==> src/rtl/pipeline_stall_ctrl_pkg.sv <==
// Shared types and defaults for the pipeline stall/flush controller.
package pipeline_stall_ctrl_pkg;

  typedef enum logic [1:0] {
    StRun    = 2'd0,
    StLstall = 2'd1,
    StMwait  = 2'd2,
    StErr    = 2'd3
  } state_e;

  localparam int unsigned DefaultMemTimeout = 255;

endpackage

==> src/rtl/pipeline_stall_ctrl_if.sv <==
// Request and pipeline-control bundle between hazard/branch/dmem logic and the stall controller.
interface pipeline_stall_ctrl_if;
  logic load_use_haz;
  logic branch_taken;
  logic dmem_busy;
  logic pc_en;
  logic if_id_en;
  logic if_id_flush;
  logic id_ex_en;
  logic id_ex_bubble;
  logic ex_mem_en;
  logic mem_wb_bubble;

  // master: the pipeline side raising requests and obeying controls
  modport master (
    output load_use_haz, branch_taken, dmem_busy,
    input  pc_en, if_id_en, if_id_flush, id_ex_en, id_ex_bubble, ex_mem_en, mem_wb_bubble
  );

  modport slave (
    input  load_use_haz, branch_taken, dmem_busy,
    output pc_en, if_id_en, if_id_flush, id_ex_en, id_ex_bubble, ex_mem_en, mem_wb_bubble
  );
endinterface

==> src/rtl/pipeline_stall_ctrl_sat_counter.sv <==
// Saturating up-counter: holds at all-ones instead of wrapping.
module sat_counter #(
  parameter int unsigned W = 32
) (
  input  logic         clk,
  input  logic         reset,
  input  logic         inc,
  output logic [W-1:0] count
);

  logic [W-1:0] count_q;

  always_ff @(posedge clk or negedge reset) begin
    if (!reset) begin
      count_q <= '0;
    end else if (inc && (count_q != '1)) begin
      count_q <= count_q + W'(1);
    end
  end

  assign count = count_q;

endmodule

==> src/rtl/pipeline_stall_ctrl.sv <==
// Central stall/flush/bubble controller for the 5-stage core, with a bounded dmem wait
// and saturating stall/flush performance counters.
module pipeline_stall_ctrl
  import pipeline_stall_ctrl_pkg::*;
#(
  parameter int unsigned CNT_W       = 32,
  parameter int unsigned MEM_TIMEOUT = DefaultMemTimeout,
  parameter int unsigned TO_W        = 8
) (
  input  logic                 clk,
  input  logic                 reset,
  pipeline_stall_ctrl_if.slave ctrl,
  output logic                 mem_err,
  output logic [CNT_W-1:0]     stall_cnt,
  output logic [CNT_W-1:0]     flush_cnt
);

  state_e          state_q, state_d;
  logic [TO_W-1:0] wait_q, wait_d;
  logic            mem_err_q, mem_err_d;

  logic            freeze, flush, lstall;
  logic [TO_W:0]   wait_inc;
  logic            timeout;
  logic            stall_inc;

  // Request decode with priority ERR > freeze > flush > load stall.
  always_comb begin
    freeze = (state_q != StErr) && ctrl.dmem_busy;
    flush  = (state_q != StErr) && !ctrl.dmem_busy && ctrl.branch_taken;
    lstall = (state_q != StErr) && (state_q != StLstall) && !ctrl.dmem_busy &&
             !ctrl.branch_taken && ctrl.load_use_haz;
  end

  // wait_q counts busy cycles already completed; the current busy cycle makes wait_q + 1.
  assign wait_inc = {1'b0, wait_q} + (TO_W + 1)'(1);
  assign timeout  = wait_inc >= (TO_W + 1)'(MEM_TIMEOUT);

  always_ff @(posedge clk or negedge reset) begin
    if (!reset) begin
      state_q   <= StRun;
      wait_q    <= '0;
      mem_err_q <= 1'b0;
    end else begin
      state_q   <= state_d;
      wait_q    <= wait_d;
      mem_err_q <= mem_err_d;
    end
  end

  always_comb begin
    state_d   = state_q;
    wait_d    = wait_q;
    mem_err_d = mem_err_q;
    unique case (state_q)
      StRun, StLstall: begin
        if (ctrl.dmem_busy) begin
          state_d = StMwait;
          wait_d  = TO_W'(1);
        end else if (lstall) begin
          state_d = StLstall;
        end else begin
          state_d = StRun;
        end
      end
      StMwait: begin
        if (ctrl.dmem_busy) begin
          if (timeout) begin
            state_d   = StErr;
            mem_err_d = 1'b1;
          end else begin
            wait_d = wait_inc[TO_W-1:0];
          end
        end else begin
          wait_d = '0;
          // A load stall taken on the release cycle still masks its stale repeat.
          state_d = lstall ? StLstall : StRun;
        end
      end
      StErr: begin
        state_d = StErr;
      end
      default: begin
        state_d = StRun;
      end
    endcase
  end

  always_comb begin
    ctrl.pc_en         = 1'b1;
    ctrl.if_id_en      = 1'b1;
    ctrl.if_id_flush   = 1'b0;
    ctrl.id_ex_en      = 1'b1;
    ctrl.id_ex_bubble  = 1'b0;
    ctrl.ex_mem_en     = 1'b1;
    ctrl.mem_wb_bubble = 1'b0;
    if (state_q == StErr) begin
      ctrl.pc_en     = 1'b0;
      ctrl.if_id_en  = 1'b0;
      ctrl.id_ex_en  = 1'b0;
      ctrl.ex_mem_en = 1'b0;
    end else if (freeze) begin
      ctrl.pc_en         = 1'b0;
      ctrl.if_id_en      = 1'b0;
      ctrl.id_ex_en      = 1'b0;
      ctrl.ex_mem_en     = 1'b0;
      ctrl.mem_wb_bubble = 1'b1;
    end else if (flush) begin
      ctrl.if_id_flush  = 1'b1;
      ctrl.id_ex_bubble = 1'b1;
    end else if (lstall) begin
      ctrl.pc_en        = 1'b0;
      ctrl.if_id_en     = 1'b0;
      ctrl.id_ex_bubble = 1'b1;
    end
  end

  assign stall_inc = !ctrl.pc_en && (state_q != StErr);
  assign mem_err   = mem_err_q;

  sat_counter #(
    .W (CNT_W)
  ) u_stall_cnt (
    .clk   (clk),
    .reset (reset),
    .inc   (stall_inc),
    .count (stall_cnt)
  );

  sat_counter #(
    .W (CNT_W)
  ) u_flush_cnt (
    .clk   (clk),
    .reset (reset),
    .inc   (flush),
    .count (flush_cnt)
  );

endmodule

==> src/flat_wrapper.sv <==
// flat-port wrapper written by rule: the top's interface ports become plain ports
module pipeline_stall_ctrl_flat import pipeline_stall_ctrl_pkg::*;
#(
  parameter int unsigned CNT_W       = 32,
  parameter int unsigned MEM_TIMEOUT = DefaultMemTimeout,
  parameter int unsigned TO_W        = 8
)
  (clk, reset, mem_err, stall_cnt, flush_cnt, ctrl_load_use_haz, ctrl_branch_taken, ctrl_dmem_busy, ctrl_pc_en, ctrl_if_id_en, ctrl_if_id_flush, ctrl_id_ex_en, ctrl_id_ex_bubble, ctrl_ex_mem_en, ctrl_mem_wb_bubble);
  pipeline_stall_ctrl_if ctrl_i ();
  input  logic clk;
  input  logic reset;
  output logic mem_err;
  output logic [CNT_W-1:0] stall_cnt;
  output logic [CNT_W-1:0] flush_cnt;
  input wire logic [$bits(ctrl_i.load_use_haz)-1:0] ctrl_load_use_haz;
  input wire logic [$bits(ctrl_i.branch_taken)-1:0] ctrl_branch_taken;
  input wire logic [$bits(ctrl_i.dmem_busy)-1:0] ctrl_dmem_busy;
  output wire logic [$bits(ctrl_i.pc_en)-1:0] ctrl_pc_en;
  output wire logic [$bits(ctrl_i.if_id_en)-1:0] ctrl_if_id_en;
  output wire logic [$bits(ctrl_i.if_id_flush)-1:0] ctrl_if_id_flush;
  output wire logic [$bits(ctrl_i.id_ex_en)-1:0] ctrl_id_ex_en;
  output wire logic [$bits(ctrl_i.id_ex_bubble)-1:0] ctrl_id_ex_bubble;
  output wire logic [$bits(ctrl_i.ex_mem_en)-1:0] ctrl_ex_mem_en;
  output wire logic [$bits(ctrl_i.mem_wb_bubble)-1:0] ctrl_mem_wb_bubble;
  assign ctrl_i.load_use_haz = ctrl_load_use_haz;
  assign ctrl_i.branch_taken = ctrl_branch_taken;
  assign ctrl_i.dmem_busy = ctrl_dmem_busy;
  assign ctrl_pc_en = ctrl_i.pc_en;
  assign ctrl_if_id_en = ctrl_i.if_id_en;
  assign ctrl_if_id_flush = ctrl_i.if_id_flush;
  assign ctrl_id_ex_en = ctrl_i.id_ex_en;
  assign ctrl_id_ex_bubble = ctrl_i.id_ex_bubble;
  assign ctrl_ex_mem_en = ctrl_i.ex_mem_en;
  assign ctrl_mem_wb_bubble = ctrl_i.mem_wb_bubble;
  pipeline_stall_ctrl #(.CNT_W(CNT_W), .MEM_TIMEOUT(MEM_TIMEOUT), .TO_W(TO_W)) u_core (.clk(clk), .reset(reset), .ctrl(ctrl_i), .mem_err(mem_err), .stall_cnt(stall_cnt), .flush_cnt(flush_cnt));
endmodule
==> config.mk <==
export PLATFORM = sky130hd
export DESIGN_NAME = pipeline_stall_ctrl_flat
export DESIGN_NICKNAME = d
export VERILOG_FILES = /design/src/rtl/pipeline_stall_ctrl_pkg.sv /design/src/rtl/pipeline_stall_ctrl_if.sv /design/src/rtl/pipeline_stall_ctrl_sat_counter.sv /design/src/rtl/pipeline_stall_ctrl.sv /design/src/flat_wrapper.sv
export SDC_FILE = /design/constraint.sdc
export NUM_CORES = 1
export LEC_CHECK = 0
export CAP_MARGIN = 20
export CORE_ASPECT_RATIO = 0.6
export CORE_MARGIN = 2
export CORE_UTILIZATION = 52
export CTS_CLUSTER_SIZE = 28
export DETAILED_ROUTE_END_ITERATION = 8
export PLACE_DENSITY = 0.8
export REMOVE_ABC_BUFFERS = 1
export SYNTH_ARGS = -nofsm -noshare
export SYNTH_HDL_FRONTEND = slang
export SYNTH_SLANG_ARGS = --single-unit
==> constraint.sdc <==
create_clock -name clk -period 2.3 [get_ports clk]
set_input_delay 0.46 -clock clk [delete_from_list [all_inputs] [get_ports clk]]
set_output_delay 0.46 -clock clk [all_outputs]
set_load 0.01 [all_outputs]
Word-level counts from Yosys, hierarchy flattened --
Cells that the tools add are included.
Word-level totals: register bits after elaboration 75, input bits 5, output and inout bits 72, logic and storage cells 61
Cells by class: $add $sub $neg 3, order comparisons 1, equality and inequality tests 10, multiplexer cells 24, reductions and logical operators 18
Operators by type and width (number):
- 32-bit by 1-bit adder with 32-bit output (second input constant) | 2
- 32-bit != test (second input constant) | 2
- 8-bit 2-to-1 mux | 3
- 1-bit 2-to-1 mux | 16
- 8-bit one-hot mux with 2 select lines | 1
- 1-bit logical AND | 10
- 8-bit by 1-bit adder with 9-bit output (second input constant) | 1
- 9-bit by 8-bit >= comparator with 1-bit output (second input constant) | 1
- 2-bit 2-to-1 mux | 3
- 2-bit one-hot mux with 3 select lines | 1
- 3-bit AND reduction | 2
- 2-bit == test (second input constant) | 2
- 2-bit != test (second input constant) | 2
- 1-bit zero test | 3
- 3-bit by 2-bit != test with 1-bit output (second input constant) | 1
- 3-bit != test (second input constant) | 1
- 2-bit by 1-bit == test with 1-bit output (second input constant) | 1
- 2-bit zero test | 1
- 2-bit by 1-bit != test with 1-bit output (second input constant) | 1
- 2-bit nonzero test | 1
- 2-bit OR reduction | 1

Depth between registers and ports, before layout --
Gate-level depths: netlist of run 1.
depth in word-level cells 12, depth in mapped cells 9, mapped depth without buffers 8

Cells and area by module --
From an unflattened synthesis of run 1, not the netlist that was laid out.
Unflattened totals: cell total of the unflattened synthesis 396, area total of the unflattened synthesis 4032.6 um^2
Modules (own cells, without submodules):
- sat_counter at u_core.u_stall_cnt | instances 1, cells each 151, area each 1624.1 um^2, seq. area each 800.8 um^2
- sat_counter at u_core.u_flush_cnt | instances 1, cells each 140, area each 1522.7 um^2, seq. area each 800.8 um^2
- pipeline_stall_ctrl | instances 1, cells each 105, area each 885.8 um^2, seq. area each 275.3 um^2

Worst setup path before layout of run 1 --
Ideal clock, no wire load.
path type register -> register, start point register u_core.wait_q[0], end point register u_core.wait_q[2], library setup time 0.144 ns, data arrival time 1.835 ns, data required time 2.156 ns, path slack 0.320 ns, stages on the path, launching flop included 10, path buffers 2, period minus slack after synthesis 1.980 ns, path through dfrtp_1 > buf_2 > inv_1 > ha_1 > nor2_1 > o2111ai_1 > or2_1 > clkbuf_1 > o211ai_2 > o221ai_1
On the way: longest elaborated chain between the ends 4, elaborated cells between the ends (all ways) 7, classes of those cells 1 x add/sub; 1 x order compare; 1 x eq/ne; 3 x mux; 1 x reduce/logical
RTL lines:
- start, declared | line pipeline_stall_ctrl.sv:19 | logic [TO_W-1:0] wait_q, wait_d;
- start signal, assigned | line pipeline_stall_ctrl.sv:46 | wait_q <= wait_d;
- 8-bit by 1-bit adder with 9-bit output (*) | line pipeline_stall_ctrl.sv:36 | assign wait_inc = {1'b0, wait_q} + (TO_W + 1)'(1);
- 9-bit by 8-bit >= comparator with 1-bit output or 8-bit 2-to-1 mux (tied branches) | line pipeline_stall_ctrl.sv:37, pipeline_stall_ctrl.sv:68
- 3-bit != test (no source line) or 8-bit 2-to-1 mux (tied branches)
- 3-bit AND reduction (no source line) or 8-bit one-hot mux with 2 select lines (tied branches)
Mark *: on every way between the ends. The rest lies on a longest branch, timed or not. The select of a mux whose other input is x is not followed. A chain may end at the register's enable or synchronous reset.

Final worst setup path of run 1 --
start point register u_core.state_q[0], end point output ctrl_ex_mem_en
On the way: longest elaborated chain between the ends 4, elaborated cells between the ends (all ways) 5, classes of those cells 2 x eq/ne; 2 x mux; 1 x reduce/logical
RTL lines:
- start, declared | line pipeline_stall_ctrl.sv:18 | state_e state_q, state_d;
- start signal, assigned | line pipeline_stall_ctrl.sv:41 | state_q <= StRun;
- start signal, assigned | line pipeline_stall_ctrl.sv:45 | state_q <= state_d;
- 2-bit != test | line pipeline_stall_ctrl.sv:29 | freeze = (state_q != StErr) && ctrl.dmem_busy;
- 1-bit logical AND | line pipeline_stall_ctrl.sv:29
- 1-bit 2-to-1 mux | line pipeline_stall_ctrl.sv:102 | end else if (freeze) begin
- 1-bit 2-to-1 mux (*) | line pipeline_stall_ctrl.sv:97 | if (state_q == StErr) begin
- end, declared | line flat_wrapper.sv:23 | output wire logic [$bits(ctrl_i.ex_mem_en)-1:0] ctrl_ex_mem_en;
Mark *: on every way between the ends. The rest lies on a longest branch, timed or not.

==> results.sh, run 1 <==
export IMPL_status="completed"
export IMPL_arrival_ns=1.77
export IMPL_critical_path_cell_chain="nand2_2 > nand2b_2 > inv_2 > buf_4 > clkdlybuf4s50_1"
export IMPL_synth_top_family_by_area="simple AND/OR/NAND/NOR gates"
export IMPL_yosysSeqAreaShare_pct=46.9
export IMPL_vias_per_cell=5.70
export IMPL_synthFlopType="dfrtp_1"
export IMPL_numCtsBuffers=9
export IMPL_drc_errors=0
export IMPL_hold_viol_final=0
export IMPL_syn_area_um2=4000
export IMPL_path_max_fanout=6
export IMPL_power_leakage_nw=2.46
export IMPL_totalWireLength_um=9950
export IMPL_die_x_um=117
export IMPL_min_path_cells=1
export IMPL_start_kind="flop"
export IMPL_skew_ns=0.00689
export IMPL_ant_nets=0
export IMPL_routedWlPerCell_um=16.9
export IMPL_rsz0062_at_grt="no"
export IMPL_initial_core_util_pct=54.4
export IMPL_grt_pass1_wl_um=16400
export IMPL_insertion_delay_ns=0.33
export IMPL_r2r_start="u_core.wait_q[1]"
export IMPL_grt_start_max_net_pins=35
export IMPL_endpoint_kind="output port"
export IMPL_report_final_slew_viol_count=0
export IMPL_r2r_end="u_core.wait_q[6]"
export IMPL_worst_pin_slew_ns=0.537
export IMPL_crit_type="reg -> out"
export IMPL_ff2ff_setup_slack_ns=0.11
export IMPL_layout_cells_most_common="dfrtp_1"
export IMPL_synth_xor_area_share_pct=13.8
export IMPL_hold_path_class="reg -> reg"
export IMPL_reg2reg_depth=7
export IMPL_core_area_um2=7360
export IMPL_ios=77
export IMPL_layout_drive_gt1_share_pct=12.6
export IMPL_grt_overflow=0
export IMPL_critPathSlowestCell="clkdlybuf4s50_1"
export IMPL_num_antenna_cells=0
export IMPL_rows=24
export IMPL_setup_viol=0
export IMPL_die_area_um2=8440
export IMPL_p_per_area_nw_per_um2=512
export IMPL_synth_edf_count=0
export IMPL_cts_max_path_buffers=2
export IMPL_area_growth_pct=32.9
export IMPL_synth_top_cell_by_area="dfrtp_1"
export IMPL_fmax_mhz=448
export IMPL_fp_dieH_um=72.0
export IMPL_post_dp_hpwl_um=7050
export IMPL_fin_crit_sh_pct=97.2
export IMPL_dr_total_vias=3357
export IMPL_synth_top_cell_area_share_pct=46.9
export IMPL_worstHoldStart="u_core.u_flush_cnt.count[28]"
export IMPL_slew_headroom_pct=64.1
export IMPL_finalSetupTns_ns=0
export IMPL_synth_simple_area_share_pct=26.3
export IMPL_final_cell_mix="dfrtp_1, clkdlybuf4s50_1, xnor2_1, nand2_1, xor2_1"
export IMPL_synthCells=383
export IMPL_synth_area_leaders="dfrtp_1, xnor2_1, xor2_1, nand3_1, nand2_1"
export IMPL_layout_cells_non_filler=589
export IMPL_clkSlewWorstSetupHoldPaths_ns=0.05
export IMPL_cts_sinks=75
export IMPL_regArea_um2=1880
export IMPL_track_usage_pct=25.5
export IMPL_drtPass1Iterations=4
export IMPL_drt_initial_drc_count=208
export IMPL_htree_levels=3
export IMPL_synth_seq_cells=75
export IMPL_synth_compound_area_share_pct=7.85
export IMPL_maxCapViolCount=0
export IMPL_place_congestion=0.924
export IMPL_grt_pass1_vias=3229
export IMPL_n_fill_cell=549
export IMPL_synthAdderAreaFrac_pct=1.25
export IMPL_cp_slowest_stage_delay_ns=0.54
export IMPL_crit_required_ns=1.84
export IMPL_nets=490
export IMPL_yosysWarnings=0
export IMPL_tritoncts="done"
export IMPL_peakVddDrop_mv=0.345
export IMPL_post_place_cells=571
export IMPL_antenna_found_initial=0
export IMPL_avgSynthCellArea_um2=10.5
export IMPL_yosysUniqueCellTypes=61
export IMPL_async_reset_ff_share_pct=100
export IMPL_hold_end="u_core.u_flush_cnt.count[28]"
export IMPL_clock_tree_root_cell="clkbuf_16"
export IMPL_io_buffers=76
export IMPL_multi_input_area_um2=2040
export IMPL_post_route_min_period_ns=2.23
export IMPL_whs_ns=0.488
export IMPL_synth_area_mux_share_pct=1.16
-- cells by family (layout without fill, tap and decap cells) --
group,Yosys count,count (layout)
XOR/XNOR,63,63
AND/OR/NAND/NOR,176,176
flip-flops,75,75
buffers and inverters,24,126
adder cells (fa/ha/maj),4,4
multiplexers,4,4
AO/OA/AOI/OAI,37,37
-- worst max path at each step --
stage	start	endpoint	slack, ns	depth (start not counted)
final	u_core.state_q[0]	ctrl_ex_mem_en	0.07	5
after detailed placement	ctrl_dmem_busy	ctrl_pc_en	-0.19	4
after global placement	ctrl_dmem_busy	ctrl_if_id_flush	-0.14	6
after floorplan	u_core.wait_q[0]	u_core.wait_q[2]	0.33	6
after CTS	u_core.state_q[0]	ctrl_if_id_flush	0.002	6
after global routing	u_core.state_q[0]	ctrl_ex_mem_en	0.01	5
-- critical path: cells and delay by family, from the launching register on --
| kind | cells | cell delay [ns] |
|---|---|---|
| simple gates | 2 | 0.21 |
| buf+inv | 3 | 0.76 |
| flops | 1 | 0.46 |
-- metrics by stage --
stage	setup WS (ns)	utilization (%)	power (W)	cell area [µm²]
3_5_place_dp	-0.191	67.6	0.00142	4970
3_3_place_gp	-0.137	67.6	0.00141	4970
4_1_cts	0.00234	71.6	0.00275	5270
6_report	0.0654	72.3	0.00273	5320
5_1_grt	0.0121	72.3	0.00281	5320
2_1_floorplan	0.335	-	0.00136	3950
-- registers in the layout (all words and copies together) (netlist names) --
| name | count |
|---|---|
| u_core.wait_q | 8 |
| u_core.u_flush_cnt.count | 32 |
| u_core.mem_err | 1 |
| u_core.state_q | 2 |
| u_core.u_stall_cnt.count | 32 |
-- cell type report --
type	count	area share (%)
Inverter	15	1.06
Tap cell	104	2.45
Clock buffer	12	4.44
Sequential cell	75	35.3
Clock inverter	3	0.752
Multi-Input combinational cell	284	38.3
Timing Repair Buffer	96	17.7
-- metal layers --
| layer | track usage (%) | part of all wire [%] | vias up |
|---|---|---|---|
| li1 | - | - | 1570 |
| met1 | 37.0 | 47 | 1633 |
| met2 | 38.3 | 44 | 139 |
| met3 | 7.44 | 7.1 | 15 |
| met4 | 6.14 | 1.0 | 0 |
| met5 | 0 | 0 | - |
-- Yosys cell counts, drive strengths merged (3+ instances only) --
master	count
dfrtp	75
nand2	36
xnor2	35
xor2	28
nand3	27
nor2	27
nand4	20
inv	15
nor3	13
and3	12
and4	11
o2111ai	6
and2	5
buf	5
a31oi	4
clkbuf	4
ha	4
nand2b	4
nor4	4
o211ai	4
o221ai	4
a21oi	3
nand4b	3
nor4b	3
o22ai	3
or3	3
-- power by group --
group          switching (W)   total, W  internal, W  leakage (nW)
combinational      0.0000387  0.0000615    0.0000229          1.35
clock               0.000505    0.00134     0.000830         0.136
sequential        0.00000647    0.00133      0.00132         0.977
-- timing repair --
action                     CTS  global route
pin swaps                    0             1
setup endpoints to repair    6            10
setup buffers                0             2
resized for setup            5             9
gates cloned                 0             0
hold endpoints to repair     6             0
hold buffers                 1             0
No activity file was read; power rests on OpenSTA's default activity.
==> inputs of run 2 (changes only) <==
Settings changed: RECOVER_POWER from default to 100.
==> results.sh, run 2 (synthesis results as in run 1) <==
export IMPL_initial_core_util_pct=54.4
export IMPL_clkSlewWorstSetupHoldPaths_ns=0.05
export IMPL_crit_type="reg -> out"
export IMPL_layout_setup_ws_ns=0.0799
export IMPL_post_place_cells=571
export IMPL_drt_initial_drc_count=225
export IMPL_n_fill_cell=571
export IMPL_fin_crit_sh_pct=96.5
export IMPL_core_area_um2=7360
export IMPL_rows=24
export IMPL_worst_path_buf_inv=3
export IMPL_min_path_cells=1
export IMPL_crit_required_ns=1.84
export IMPL_path_max_fanout=6
export IMPL_grt_overflow=0
export IMPL_setup_viol=0
export IMPL_critPathTopFamily="buffers and inverters"
export IMPL_post_dp_hpwl_um=7050
export IMPL_num_antenna_cells=0
export IMPL_die_area_um2=8440
export IMPL_hold_viol_final=0
export IMPL_multi_input_area_um2=1950
export IMPL_insertion_delay_ns=0.34
export IMPL_start_kind="flop"
export IMPL_wl_met1_um=4750
export IMPL_r2r_start="u_core.wait_q[1]"
export IMPL_worstSetupEndpoint="ctrl_ex_mem_en"
export IMPL_maxCapViolCount=0
export IMPL_track_usage_pct=25.5
export IMPL_final_cell_mix="dfrtp_1, dlygate4sd3_1, xnor2_1, nand2_1, xor2_1"
export IMPL_finalSetupTns_ns=0
export IMPL_status="completed"
export IMPL_grt_pass1_wl_um=16400
export IMPL_endpoint_kind="output port"
export IMPL_tritoncts="done"
export IMPL_io_buffers=76
export IMPL_report_final_slew_viol_count=0
export IMPL_layout_drive_gt1_share_pct=8.87
export IMPL_layout_cells_non_filler=589
export IMPL_numCtsBuffers=9
export IMPL_clock_tree_root_cell="clkbuf_16"
export IMPL_critPathSlowestCell="clkdlybuf4s50_1"
export IMPL_p_per_area_nw_per_um2=527
export IMPL_vias_per_cell=5.72
export IMPL_htree_levels=3
export IMPL_dr_total_vias=3368
export IMPL_highest_layer="met4"
export IMPL_antenna_found_initial=0
export IMPL_fmax_mhz=450
export IMPL_nets=490
export IMPL_peakVddDrop_mv=0.344
export IMPL_power_leakage_nw=2.53
export IMPL_fin_total_pwr_w=0.00272
export IMPL_postLayoutCoreUtil_pct=70.2
export IMPL_cp_slowest_stage_delay_ns=0.53
export IMPL_ff2ff_setup_slack_ns=0.09
export IMPL_cp_startpoint="u_core.state_q[0]"
export IMPL_fp_dieH_um=72.0
export IMPL_area_growth_pct=29.0
export IMPL_regArea_um2=1880
export IMPL_critical_path_cell_chain="nand2_2 > nand2b_1 > inv_2 > buf_4 > clkdlybuf4s50_1"
export IMPL_totalWireLength_um=10000
export IMPL_skew_ns=0.00638
export IMPL_r2r_end="u_core.wait_q[6]"
export IMPL_slew_headroom_pct=34.0
export IMPL_die_x_um=117
export IMPL_reg2reg_depth=7
export IMPL_routedWlPerCell_um=17.0
export IMPL_grt_pass1_vias=3229
export IMPL_dr_wl_met3_um=678
export IMPL_worst_pin_slew_ns=0.990
export IMPL_drc_errors=0
export IMPL_drtPass1Iterations=5
export IMPL_rsz0062_at_grt="no"
export IMPL_ant_nets=0
export IMPL_cts_sinks=75
export IMPL_layout_cells_most_common="dfrtp_1"
export IMPL_hold_path_class="reg -> reg"
export IMPL_ios=77
export IMPL_dr_wl_met2_um=4500
export IMPL_grt_start_max_net_pins=35
export IMPL_post_route_min_period_ns=2.22
export IMPL_place_ws_ns=-0.191
export IMPL_cts_max_path_buffers=2
export IMPL_arrival_ns=1.76
export IMPL_worst_path_stages=5
export IMPL_place_congestion=0.924
-- run 2: worst min path at each step --
stage | startpoint | to | slack [ns]
floorplan | reset | u_core.mem_err | 0.16
global placement | reset | u_core.u_stall_cnt.count[25] | 0.33
detailed placement | reset | u_core.u_stall_cnt.count[25] | 0.33
CTS | u_core.u_flush_cnt.count[28] | u_core.u_flush_cnt.count[28] | 0.49
global route | u_core.u_stall_cnt.count[25] | u_core.u_stall_cnt.count[25] | 0.51
finish | u_core.u_flush_cnt.count[28] | u_core.u_flush_cnt.count[28] | 0.48
-- run 2: per-stage QoR --
stage	area, µm²	hold WS (ns)
after floorplan	3950	0.164
after global placement	4970	0.329
after detailed placement	4970	0.329
after CTS	5270	0.492
after global routing	5160	0.507
final	5160	0.481
-- run 2: report_power, final --
| group | total, W | internal (W) | leakage [nW] | switching (W) |
|---|---|---|---|---|
| clock | 0.00134 | 0.000830 | 0.136 | 0.000506 |
| sequential | 0.00133 | 0.00132 | 0.977 | 0.00000623 |
| combinational | 0.0000545 | 0.0000166 | 1.41 | 0.0000379 |
-- run 2: cell type report --
class / instances / area share (%)
timing repair buffer: 96 / 16.9
clock buffer: 12 / 4.58
multi-input combinational: 284 / 37.7
clock inverter: 3 / 0.775
tap: 104 / 2.52
sequential: 75 / 36.4
inverter: 15 / 1.09
-- run 2: per-layer routing --
layer,GRT usage [%],up-vias
met5,0,-
met4,6.14,0
met3,7.44,16
met2,38.3,128
met1,37.0,1651
li1,-,1573
-- run 2: what timing repair did --
action	CTS	global route
endpoints found under the setup margin	6	10
resized for setup	5	9
endpoints found under the hold margin	6	0
setup buffers	0	2
pin swaps	0	1
hold buffers	1	0
gates cloned	0	0
